**src/rtl/circle_plotter.sv**
```systemverilog
// Midpoint circle rasteriser feeding the 160x120 VGA adapter pixel-write port.
// Emits one candidate pixel per clock; off-screen candidates are clipped by holding plot low.
module circle_plotter #(
  parameter int XMAX = 159,
  parameter int YMAX = 119
) (
  input  logic       CLOCK_50,
  input  logic       resetn,
  input  logic       start,
  input  logic [7:0] cx,
  input  logic [6:0] cy,
  input  logic [6:0] radius,
  input  logic [2:0] colour_in,
  output logic [7:0] x,
  output logic [6:0] y,
  output logic [2:0] colour,
  output logic       plot,
  output logic       busy,
  output logic       done
);

  typedef enum logic [2:0] {S_IDLE, S_INIT, S_PLOT, S_STEP, S_DONE} state_t;

  localparam logic signed [9:0] XMAX_S = 10'(XMAX);
  localparam logic signed [9:0] YMAX_S = 10'(YMAX);

  state_t            r_state;
  logic [7:0]        r_cx;
  logic [6:0]        r_cy;
  logic [7:0]        r_ox;
  logic [7:0]        r_oy;
  logic signed [9:0] r_crit;
  logic [2:0]        r_oct;

  logic signed [9:0] w_ox_cur;
  logic signed [9:0] w_oy_cur;
  logic signed [9:0] w_ox_nx;
  logic signed [9:0] w_oy_nx;
  logic signed [9:0] w_diff;
  logic signed [9:0] w_crit_nx;
  logic              w_crit_le0;
  logic              w_continue;

  // Midpoint decision step; ox may go to -1 here, which is what ends a radius-0 circle.
  always_comb begin
    w_ox_cur   = $signed({2'b00, r_ox});
    w_oy_cur   = $signed({2'b00, r_oy});
    w_crit_le0 = (r_crit <= 10'sd0);
    w_oy_nx    = w_oy_cur + 10'sd1;
    w_ox_nx    = w_crit_le0 ? w_ox_cur : w_ox_cur - 10'sd1;
    w_diff     = w_crit_le0 ? w_oy_nx : w_oy_nx - w_ox_nx;
    w_crit_nx  = r_crit + w_diff + w_diff + 10'sd1;
    w_continue = (w_oy_nx <= w_ox_nx);
  end

  logic [2:0]        w_pix_oct;
  logic signed [9:0] w_a;
  logic signed [9:0] w_b;
  logic signed [9:0] w_cxs;
  logic signed [9:0] w_cys;
  logic signed [9:0] w_px;
  logic signed [9:0] w_py;
  logic              w_vis;

  // NOTE: the pixel is built from the values the state machine is about to hold, so the
  // registered x/y/plot line up with the PLOT cycle they belong to rather than one cycle late.
  always_comb begin
    w_pix_oct = (r_state == S_PLOT) ? r_oct + 3'd1 : 3'd0;
    if (r_state == S_STEP) begin
      w_a = w_ox_nx;
      w_b = w_oy_nx;
    end else begin
      w_a = w_ox_cur;
      w_b = w_oy_cur;
    end
    w_cxs = $signed({2'b00, r_cx});
    w_cys = $signed({3'b000, r_cy});
    w_px  = w_cxs;
    w_py  = w_cys;
    case (w_pix_oct)
      3'd0: begin w_px = w_cxs + w_a; w_py = w_cys + w_b; end
      3'd1: begin w_px = w_cxs + w_b; w_py = w_cys + w_a; end
      3'd2: begin w_px = w_cxs - w_a; w_py = w_cys + w_b; end
      3'd3: begin w_px = w_cxs - w_b; w_py = w_cys + w_a; end
      3'd4: begin w_px = w_cxs - w_a; w_py = w_cys - w_b; end
      3'd5: begin w_px = w_cxs - w_b; w_py = w_cys - w_a; end
      3'd6: begin w_px = w_cxs + w_a; w_py = w_cys - w_b; end
      3'd7: begin w_px = w_cxs + w_b; w_py = w_cys - w_a; end
      default: begin w_px = w_cxs; w_py = w_cys; end
    endcase
    w_vis = (w_px >= 10'sd0) && (w_px <= XMAX_S) && (w_py >= 10'sd0) && (w_py <= YMAX_S);
  end

  always_ff @(posedge CLOCK_50) begin
    if (!resetn) begin
      r_state <= S_IDLE;
      r_cx    <= '0;
      r_cy    <= '0;
      r_ox    <= '0;
      r_oy    <= '0;
      r_crit  <= '0;
      r_oct   <= '0;
      x       <= '0;
      y       <= '0;
      colour  <= '0;
      plot    <= 1'b0;
      busy    <= 1'b0;
      done    <= 1'b0;
    end else begin
      plot <= 1'b0;
      done <= 1'b0;
      unique case (r_state)
        S_IDLE: begin
          if (start) begin
            r_cx    <= cx;
            r_cy    <= cy;
            r_ox    <= {1'b0, radius};
            r_oy    <= '0;
            r_crit  <= 10'sd1 - $signed({3'b000, radius});
            r_oct   <= '0;
            colour  <= colour_in;
            busy    <= 1'b1;
            r_state <= S_INIT;
          end
        end
        S_INIT: begin
          r_oct   <= '0;
          x       <= w_px[7:0];
          y       <= w_py[6:0];
          plot    <= w_vis;
          r_state <= S_PLOT;
        end
        S_PLOT: begin
          if (r_oct == 3'd7) begin
            r_state <= S_STEP;
          end else begin
            r_oct <= r_oct + 3'd1;
            x     <= w_px[7:0];
            y     <= w_py[6:0];
            plot  <= w_vis;
          end
        end
        S_STEP: begin
          r_ox   <= w_ox_nx[7:0];
          r_oy   <= w_oy_nx[7:0];
          r_crit <= w_crit_nx;
          if (w_continue) begin
            r_oct   <= '0;
            x       <= w_px[7:0];
            y       <= w_py[6:0];
            plot    <= w_vis;
            r_state <= S_PLOT;
          end else begin
            busy    <= 1'b0;
            done    <= 1'b1;
            r_state <= S_DONE;
          end
        end
        S_DONE: begin
          r_state <= S_IDLE;
        end
      endcase
    end
  end

endmodule

```
**config.mk**
```make
export PLATFORM = sky130hd
export DESIGN_NAME = circle_plotter
export DESIGN_NICKNAME = d
export VERILOG_FILES = /design/src/rtl/circle_plotter.sv
export SDC_FILE = /design/constraint.sdc
export NUM_CORES = 1
export LEC_CHECK = 0
export CAP_MARGIN = 10
export CORE_MARGIN = 4
export CORE_UTILIZATION = 64
export CTS_CLUSTER_DIAMETER = 80
export DETAILED_ROUTE_END_ITERATION = 10
export PLACE_DENSITY = 0.94
export RECOVER_POWER = 50
export SKIP_CTS_REPAIR_TIMING = 1
export SYNTH_ARGS = -nofsm -noshare
export SYNTH_HDL_FRONTEND = slang
export SYNTH_SLANG_ARGS = --single-unit
```
**constraint.sdc**
```tcl
create_clock -name CLOCK_50 -period 8.4 [get_ports CLOCK_50]
set_input_delay 2.52 -clock CLOCK_50 [delete_from_list [all_inputs] [get_ports CLOCK_50]]
set_output_delay 2.52 -clock CLOCK_50 [all_outputs]
set_load 0.05 [all_outputs]
```
==> key figures <==
STA
  – Max Clk Rate: 167 MHz
  – Setup_tns: 0 ps
  – Final max-slew violation count: 94
  – Clock Skew: approximately 16 ps
  – Final setup margin: 2400 ps
  – Slew @ Worst Pin: 2520 ps
  – Share of the clock period used by the worst path: 0.715
  – RSZ-0062 raised after global routing: false
  – Final Hold Vio Count: 0
  – Setup violators final: 0
  – Max_slew headroom: -0.678
  – Final Critical Period: 6000 ps

Synthesis
  – Post-Synth Adder-Cell Area: 0.0974
  – Synth Area in Compound Gates: 0.252
  – Top cells by area, synth: dfxtp_1 23%, ha_1 8.4%, a21oi_1 6.5%, nand2_1 6.5%, xnor2_1 6.5%
  – Post-synth ARST share: 0
  – Mapped Cells: 770
  – Share of the synthesized area in the top cell type: 0.234
  – Synth Area per Inst: about 7.6 um2
  – Top_reg_cell synth: dfxtp_1
  – Post-synth top cells: 101 x nand2_1, 76 x a21oi_1, 75 x nor2_1
  – Post-synthesis sequential area ratio: 0.234
  – Main combinational cell family by area after synthesis: compound AO/OA/AOI/OAI gates
  – Yosys reg bits: 68
  – Xor/xnor share of the synthesized area: 0.0927
  – Post-synthesis mux area share: 0.0414
  – Distinct cell type count after synthesis: 81
  – Syn nets: approximately 840
  – Synthesized area: 5830 um2
  – Leading area contributor after synthesis: dfxtp_1
  – Synth Area in Simple Gates: 0.231
  – YS warnings: 0
  – Post-synth EDFFs: 0
  – Library cell with the highest instance count after synthesis: nand2_1

Hold path
  – Hold path depth: 2
  – Hold Path End: colour[0]
  – Hold Path Class: flop to flop
  – Critical hold path startpoint: colour[0]

Run status
  – Status: finished with violations
  – Violated checks: max-capacitance violations, max-slew violations

Finish
  – Post-layout util: 0.736
  – Layout Nets: 861
  – Share of cells above drive strength 1: 0.0579
  – Diode count: 0
  – Layout area overhead: 11.2%

Critical path
  – Cell family with most CP delay: buffers and inverters
  – WS Path Type: primary input to flop
  – R2r setup slk: about 2500 ps
  – R2R cell count: 17
  – Critical Path Start: resetn
  – Worst r2r dst: plot
  – Critical Path RT: 8660 ps
  – Worst-path cell chain: dlygate4sd3_1 > inv_1 > clkbuf_1 > nor4_1 > o2111ai_1 > or4b_1 > nor4b_2
  – Nature of the critical path startpoint: primary input
  – Crit-path slowest cell: dlygate4sd3_1
  – CP peak stage delay: 960 ps
  – Buf/Inv on CP: 3
  – Crit Path Max Fanout: 57
  – RR Startpoint: r_state[1]
  – CP arrival: roughly 6300 ps
  – Crit. End Element: flop

Global routing
  – Remaining Overflow, GRT: 0
  – Largest net degree at the start of global routing: 58
  – All-Layer GR Usage: 0.322
  – Number of global-route vias before repair: 5,622
  – First-pass GRT wire length: 27,300 um
  – Initial antenna violation count: 0

Drt
  – Routed wire length: 16,700 um
  – WL per Instance: 18.5 um
  – Detailed-route via count: 5,936
  – 1st-iter DRT viols: between 600 and 700
  – Pre-Repair DR Iteration Count: 5
  – Post-DR vias/cell: roughly 6.6
  – Post-DRT Antenna Nets: 0
  – DRC: 0

Power and ir drop
  – Pwr Density: 186 nW/um2
  – P_sw: 502 uW
  – Leakage: 2.56 nW
  – Net Sw Frac: 0.417
  – Comb pwr share: 0.447
  – Clock Power Share: 0.243
  – Internal power: 702 uW
  – IR drop worst, VDD: about 130 uV
  – Part of the power in registers: 0.310

Floorplan
  – Core ar.: 8810 um2
  – Die X: 103 um
  – IO Count: 49
  – Initial Utilization: 0.662
  – Num rows: 34
  – Total die area: 10,700 um2
  – Die Height: 103 um

Clocking
  – CTS Buf Count: 9
  – CTS clk-pin slew, worst paths: ~80 ps
  – Clk_lat worst skew: 360 ps
  – Clk buf depth: 2
  – Clk root buf: clkbuf_8
  – Sinks on Clock Net: 68
  – Htree depth: 3
  – CTS tree: built

Placement
  – IO buf count: 48
  – Pre-CTS WS: 2660 ps
  – Routability cong.: 0.930
  – Final HPWL DP: 12,400 um

Job
  – Maxcap violations: 2
layer usage:
metal | vias up | wire length (um) | global-route usage
met5 | - | 0 | 0
met4 | 0 | 339 | 0.0956
met3 | 42 | 1620 | 0.0584
met2 | 317 | 7760 | 0.515
met1 | 2778 | 6970 | 0.442
li1 | 2799 | - | -
worst max-delay path by stage:
stage / endpoint / slack (ps) / depth (start not counted)
4_1_cts: plot / 2620 / 20
3_5_place_dp: plot / 2660 / 17
2_1_floorplan: plot / 3740 / 19
6_report: plot / 2400 / 7
5_1_grt: plot / 2060 / 20
3_3_place_gp: plot / 3040 / 17
logic make-up after synthesis:
group                      count (synthesis)
AOI/OAI and AO/OA                        226
xor gates and xnor gates                  60
adders and majority gates                 43
buffers and inverters                     73
DFF                                       68
muxes                                     24
and+or+nand+nor                          276
stage by stage:
| step | total power [mW] | std cells | instance area [um2] | hold slack, ps |
|---|---|---|---|---|
| 2_1_floorplan | 0.776 | 770 | 5830 | 436 |
| 4_1_cts | 1.20 | 903 | 6490 | 460 |
| 5_1_grt | 1.27 | 903 | 6480 | 480 |
| 3_5_place_dp | 0.907 | 887 | 6290 | 447 |
| 6_report | 1.20 | 903 | 6480 | 457 |
| 3_3_place_gp | 0.886 | 887 | 6290 | 445 |
tightest hold or removal path, delay by kind of cell (launching register included):
| kind | cells | cell delay (ps) |
|---|---|---|
| DFF | 1 | 310 |
| and+or+nand+nor | 1 | 50 |
| AOI/OAI and AO/OA | 1 | 50 |
layout make-up:
cell class | instances | area (um2)
multi-input cells | 629 | 4170
fillers | 655 | 2320
flip-flops and latches | 68 | 1360
repair buffers | 52 | 499
well taps | 108 | 135
clock buffers | 9 | 124
inverters | 30 | 113
clock inverters | 7 | 82.6
placed cells by master (no fill, tap or decap), types with 3 or more instances in the layout:
cell | Yosys | final
dfxtp_1 | 68 | 68
fa_1 | 4 | 4
nand4_1 | 5 | 5
nand2b_1 | 3 | 3
xnor2_1 | 43 | 43
o311a_1 | 3 | 3
nor2b_1 | 5 | 5
nor3_1 | 16 | 16
nor3_2 | 3 | 3
clkbuf_1 | 28 | 3
mux2i_1 | 23 | 23
clkbuf_8 | 0 | 9
o31ai_1 | 8 | 8
inv_6 | 0 | 3
inv_1 | 29 | 29
and3_1 | 5 | 5
nor2_1 | 75 | 75
or3_1 | 7 | 7
a21oi_1 | 76 | 76
a21o_1 | 7 | 7
nor4_1 | 6 | 6
o21ai_0 | 51 | 51
a21boi_0 | 3 | 3
o221ai_1 | 3 | 3
xor2_1 | 15 | 15
o21a_1 | 10 | 10
or2_2 | 5 | 5
nand3_1 | 17 | 17
dlygate4sd3_1 | 0 | 10
a211oi_1 | 11 | 11
a31oi_1 | 6 | 6
o21bai_1 | 3 | 3
a22oi_1 | 10 | 10
o22ai_1 | 9 | 9
nand2_1 | 101 | 101
ha_1 | 39 | 39
o211ai_1 | 5 | 5
clkdlybuf4s50_1 | 0 | 38
sequential cells by signal (all words and copies together), names as in the netlist, 3 cells and up:
signal	cells
colour	3
r_crit	10
r_cx	8
r_cy	7
r_oct	3
r_ox	8
r_oy	8
r_state	3
x	8
y	7
power by group through the flow:
| stage | Combinational [mW] | Clock (mW) | Sequential [mW] |
|---|---|---|---|
| after floorplan | 0.370 | 0 | 0.407 |
| after global placement | 0.508 | 0 | 0.377 |
| after detailed placement | 0.528 | 0 | 0.379 |
| after CTS | 0.532 | 0.296 | 0.372 |
| after global routing | 0.587 | 0.310 | 0.376 |
| final | 0.538 | 0.293 | 0.373 |
Power figures use the tool's default switching activity.
